`src/rtl/dma_responder.sv`:
```
// DMA responder: moves words between BRAM port B and valid/ready streams, or fills BRAM.
// Optional feature macro DMA_ERR_EN adds o_dma_err for illegal types and address overflow.
module dma_responder #(
   parameter int          CNT_W      = 32,
   parameter logic [31:0] FILL_VALUE = 32'h0
) (
   input  logic             clk,
   input  logic             rst_n,
   input  logic             i_dma_grant,
   input  logic [31:0]      i_dma_addr,
   input  logic [CNT_W-1:0] i_dma_count,
   input  logic [2:0]       i_dma_type,
   output logic             o_dma_ack,
`ifdef DMA_ERR_EN
   output logic             o_dma_err,
`endif
   output logic [3:0]       o_web,
   output logic [31:0]      o_addrb,
   output logic [31:0]      o_dinb,
   input  logic [31:0]      i_doutb,
   output logic             o_tx_valid,
   output logic [31:0]      o_tx_data,
   input  logic             i_tx_ready,
   input  logic             i_rx_valid,
   input  logic [31:0]      i_rx_data,
   output logic             o_rx_ready
);

   localparam logic [2:0] T_MEM2STR = 3'b001;
   localparam logic [2:0] T_STR2MEM = 3'b010;
   localparam logic [2:0] T_FILL    = 3'b011;

   typedef enum logic [2:0] {
      IDLE, RD_ADDR, RD_DATA, RD_HOLD, WR, FILL, ACK, WAIT_DROP
   } state_t;

   state_t           state, state_d;
   logic [31:0]      addr;
   logic [CNT_W-1:0] count;
   logic             latch;
   logic             step;
   logic             last;
   logic             legal;
   logic             reject;

   assign last  = (count == CNT_W'(1));
   assign legal = (i_dma_type == T_MEM2STR) || (i_dma_type == T_STR2MEM) ||
                  (i_dma_type == T_FILL);

`ifdef DMA_ERR_EN
   localparam int SUM_W = CNT_W + 34;
   logic [SUM_W-1:0] end_addr;
   logic             overflow;
   logic             err;

   // One past the last byte touched; reaching exactly 2^32 is still in range.
   assign end_addr = SUM_W'({i_dma_addr[31:2], 2'b00}) + (SUM_W'(i_dma_count) << 2);
   assign overflow = (i_dma_count != '0) && (end_addr > (SUM_W'(1) << 32));
   assign reject   = !legal || overflow;
   assign o_dma_err = (state == ACK) && err;
`else
   assign reject = !legal;
`endif

   // NOTE: state registers use non-blocking assignments so every flop updates from pre-edge values.
   always_ff @(posedge clk or negedge rst_n) begin
      if (!rst_n) begin
         state <= IDLE;
      end else begin
         state <= state_d;
      end
   end

   // NOTE: every signal driven here gets a default first, so no path can infer a latch.
   always_comb begin
      state_d    = state;
      o_dma_ack  = 1'b0;
      o_web      = 4'h0;
      o_addrb    = 32'h0;
      o_dinb     = 32'h0;
      o_tx_valid = 1'b0;
      o_rx_ready = 1'b0;
      latch      = 1'b0;
      step       = 1'b0;
      case (state)
         IDLE: begin
            if (i_dma_grant) begin
               latch = 1'b1;
               if ((i_dma_count == '0) || reject) begin
                  state_d = ACK;
               end else begin
                  case (i_dma_type)
                     T_MEM2STR: state_d = RD_ADDR;
                     T_STR2MEM: state_d = WR;
                     default:   state_d = FILL;
                  endcase
               end
            end
         end
         RD_ADDR: begin
            o_addrb = addr;
            state_d = RD_DATA;
         end
         RD_DATA: begin
            o_addrb = addr;
            state_d = RD_HOLD;
         end
         RD_HOLD: begin
            o_tx_valid = 1'b1;
            if (i_tx_ready) begin
               step    = 1'b1;
               state_d = last ? ACK : RD_ADDR;
            end
         end
         WR: begin
            o_rx_ready = 1'b1;
            o_addrb    = addr;
            if (i_rx_valid) begin
               o_web   = 4'hF;
               o_dinb  = i_rx_data;
               step    = 1'b1;
               state_d = last ? ACK : WR;
            end
         end
         FILL: begin
            o_addrb = addr;
            o_web   = 4'hF;
            o_dinb  = FILL_VALUE;
            step    = 1'b1;
            state_d = last ? ACK : FILL;
         end
         ACK: begin
            o_dma_ack = 1'b1;
            state_d   = WAIT_DROP;
         end
         WAIT_DROP: begin
            // A grant left high after the ack must not restart; wait for it to drop.
            if (!i_dma_grant) state_d = IDLE;
         end
         default: state_d = IDLE;
      endcase
   end

   always_ff @(posedge clk or negedge rst_n) begin
      if (!rst_n) begin
         addr      <= 32'h0;
         count     <= '0;
         o_tx_data <= 32'h0;
`ifdef DMA_ERR_EN
         err       <= 1'b0;
`endif
      end else begin
         if (latch) begin
            addr  <= i_dma_addr & 32'hFFFF_FFFC;
            count <= i_dma_count;
`ifdef DMA_ERR_EN
            err   <= reject;
`endif
         end else if (step) begin
            addr  <= addr + 32'd4;
            count <= count - CNT_W'(1);
         end
         if (state == RD_DATA) o_tx_data <= i_doutb;
      end
   end

endmodule

```
`config.mk`:
```
export PLATFORM = sky130hd
export DESIGN_NAME = dma_responder
export DESIGN_NICKNAME = d
export VERILOG_FILES = /design/src/rtl/dma_responder.sv
export SDC_FILE = /design/constraint.sdc
export NUM_CORES = 1
export LEC_CHECK = 0
export ABC_AREA = 1
export CORE_AREA = 8 8 124 126
export DETAILED_ROUTE_END_ITERATION = 6
export DIE_AREA = 0 0 132 134
export PLACE_DENSITY = 0.86
export SLEW_MARGIN = 20
export SYNTH_ARGS = -nofsm -noshare
export SYNTH_HDL_FRONTEND = slang
export SYNTH_SLANG_ARGS = --single-unit
```
`constraint.sdc`:
```
create_clock -name clk -period 5.1 [get_ports clk]
set_clock_uncertainty 0.15 [all_clocks]
set_input_delay 1.02 -clock clk [delete_from_list [all_inputs] [get_ports clk]]
set_output_delay 1.02 -clock clk [all_outputs]
set_load 0.01 [all_outputs]
```
==> flow_metrics.env <==
export IMPL_drc=0
export IMPL_dp_hpwl_um=15400
export IMPL_ir_worst_vdd_mv=0.402
export IMPL_cts_setup_buffers=0
export IMPL_critPathMostFrequentCell="nor2_1"
export IMPL_cp_end_kind="output port"
export IMPL_ant_nets=0
export IMPL_ys_warnings_count=0
export IMPL_start_kind="flop"
export IMPL_report_final_slew_viol_count=0
export IMPL_layoutNonFillerInstCount=1287
export IMPL_final_nets=1241
export IMPL_critPathTopFamily="buffers and inverters"
export IMPL_gp_congestion=0.883
export IMPL_antenna_found_initial=0
export IMPL_grt_pass1_vias=6587
export IMPL_maxCapViolCount=0
export IMPL_grt_max_degree=66
export IMPL_clk_pin_slew_ns=0.07
export IMPL_cts_buffers=9
export IMPL_htree_levels=3
export IMPL_grt_pass1_wl_um=33000
export IMPL_ctsLongestPathBuffers=2
export IMPL_cts_resized=0
export IMPL_dr_pass1_iters=5
export IMPL_synth_area_um2=6430
export IMPL_power_uw=5040
export IMPL_setup_viol=0
export IMPL_path_class="flop to output port"
export IMPL_slowest_stage="inv_1"
export IMPL_ios=239
export IMPL_portBuffers=234
export IMPL_grt_remaining_overflow=0
export IMPL_status="finished clean"
export IMPL_hold_viol_final=0
export IMPL_start_util_pct=47.6
export IMPL_slowest_delay_ns=0.78
export IMPL_syn_to_final_growth_pct=41.9
export IMPL_tns_ns=0
export IMPL_wl_per_cell_um=15.8
export IMPL_required_ns=3.93
export IMPL_wl_um=20300
export IMPL_fin_crit_ns=4.27
export IMPL_cts_tree="built"
export IMPL_regArea_um2=2430
export IMPL_cp_arrival_ns=3.10
export IMPL_slew_headroom_pct=33.3
export IMPL_min_period_over_period_pct=83.7
export IMPL_ys_seq_area_share_pct=37.8
export IMPL_drive_above_1_share_pct=8.31
export IMPL_viasPerCell=5.15
export IMPL_antenna_cells=0
export IMPL_path_max_fanout=36
export IMPL_place_inst=1271
export IMPL_fin_worst_hold_slack_ns=0.354
export IMPL_die_h_um=134
export IMPL_core_um2=13500
export IMPL_synthCells=890
export IMPL_multiInputGateArea_um2=3460
export IMPL_vias=6629
export IMPL_grt_usage_pct=22.8
export IMPL_rsz0062_at_grt="no"
export IMPL_avgSynthCellArea_um2=7.22
export IMPL_die_area_um2=17700
export IMPL_root_buffer="clkbuf_16"
export IMPL_cts_sinks=97
export IMPL_p_leak_uw=0.00389
export IMPL_num_rows=43
export IMPL_worstPathCellList="nor2_1 -> nand2_2 -> nand3_1 -> inv_1 -> nor2_1 -> clkdlybuf4s50_1"
export IMPL_hold_buffers=0
export IMPL_worstPathBufferInverterCount=2
export IMPL_n_fill_cell=1136
export IMPL_ys_types=37
export IMPL_clk_latency_ns=0.36
export IMPL_final_util_pct=67.5
export IMPL_die_x_um=132
export IMPL_drt_iter0_markers=530
export IMPL_worst_pin_slew_ns=1.00
export IMPL_ys_ff_latch=97
export IMPL_hp_class="flop to flop"
export IMPL_clock_fmax_ghz=0.234
export IMPL_powerDensity_nw_per_um2=552
==> power by group <==
group	leakage (uW)	internal (uW)	switching, uW
Clock	0.000157	396	333
Sequential	0.00119	1140	332
Combinational	0.00255	1280	1550
Total	0.00389	2820	2220
==> placed cells by master (no fill, tap or decap), types with 14 or more instances in the layout <==
master,instances
nand3_1,65
o21ai_0,20
xor2_1,27
nor3_1,18
inv_1,77
mux2_2,32
clkdlybuf4s50_1,233
nor2_1,174
dfrtp_1,97
a21oi_1,14
nand2_1,246
==> metal layers <==
metal	part of all wire [%]	global-route usage [%]	wire, um	up-vias
li1	-	-	-	3264
met1	41	27.4	8360	3086
met2	49	38.2	9970	238
met3	6.9	6.10	1400	41
met4	2.9	8.55	586	0
met5	0	0	0	-
==> flip-flops by register name, summed over array words and instances, names as in the netlist <==
name	cells
addr	30
count	32
o_tx_data	32
state	3
==> worst paths after layout <==
kind	from	to	slack (ns)	cells after the start
min	o_tx_data[11]	o_tx_data[11]	0.35	1
max	state[1]	o_addrb[4]	0.83	6
min in group asynchronous	rst_n	o_tx_data[6]	0.60	1
min reg2reg	o_tx_data[11]	o_tx_data[11]	0.35	1
max reg2reg	state[1]	addr[25]	1.93	9
max in group asynchronous	rst_n	count[31]	3.20	2
==> kinds of logic after synthesis <==
group,share of synthesized area (%)
adder cells (fa/ha/maj),0.584
multiplexers,5.61
XOR/XNOR,4.50
other,0.0584
flip-flops,37.8
AO/OA/AOI/OAI,8.72
AND/OR/NAND/NOR,34.4
buffers and inverters,8.37
==> per-stage QoR <==
step	cell area (um2)	setup WS [ns]
6_report	9120	0.829
5_1_grt	9120	0.608
4_1_cts	9120	0.796
3_5_place_dp	8800	1.15
3_3_place_gp	8800	1.14
2_1_floorplan	6430	2.18
==> area by class of cell <==
type / instances / area share, %
clock buffer: 9 / 2.47
clock inverter: 7 / 0.988
inverter: 84 / 3.46
multi-input combinational: 672 / 38.0
sequential: 97 / 26.6
tap: 180 / 2.47
timing repair buffer: 238 / 26.0
==> synth_stat cells <==
master,count,area [um2]
or2_2,1,6.26
a21oi_1,14,70.1
a22o_1,1,8.76
nor2_1,174,653
mux2_2,32,360
nor3_4,1,16.3
buf_4,7,52.6
nand3_1,65,325
a31oi_1,2,12.5
o211ai_1,7,52.6
nand2_1,246,923
nand3b_1,1,7.51
nand2_8,1,20.0
inv_2,7,26.3
o221ai_2,7,105
dfrtp_1,97,2430
nor2_4,2,22.5
nand4_1,12,75.1
o21ai_0,20,100
nor4_1,1,6.26
ha_1,3,37.5
nor3_1,18,90.1
o21ai_1,4,20.0
xor2_1,27,236
conb_1,1,3.75
nand2_2,3,18.8
o21bai_1,2,15.0
buf_2,13,65.1
o211ai_2,12,150
nor2_8,1,20.0
buf_1,3,11.3
xnor2_1,6,52.6
inv_1,77,289
nor2_2,4,25.0
buf_6,5,56.3
o221ai_1,3,26.3
clkbuf_1,10,37.5
(Power assumes the default switching activity.)
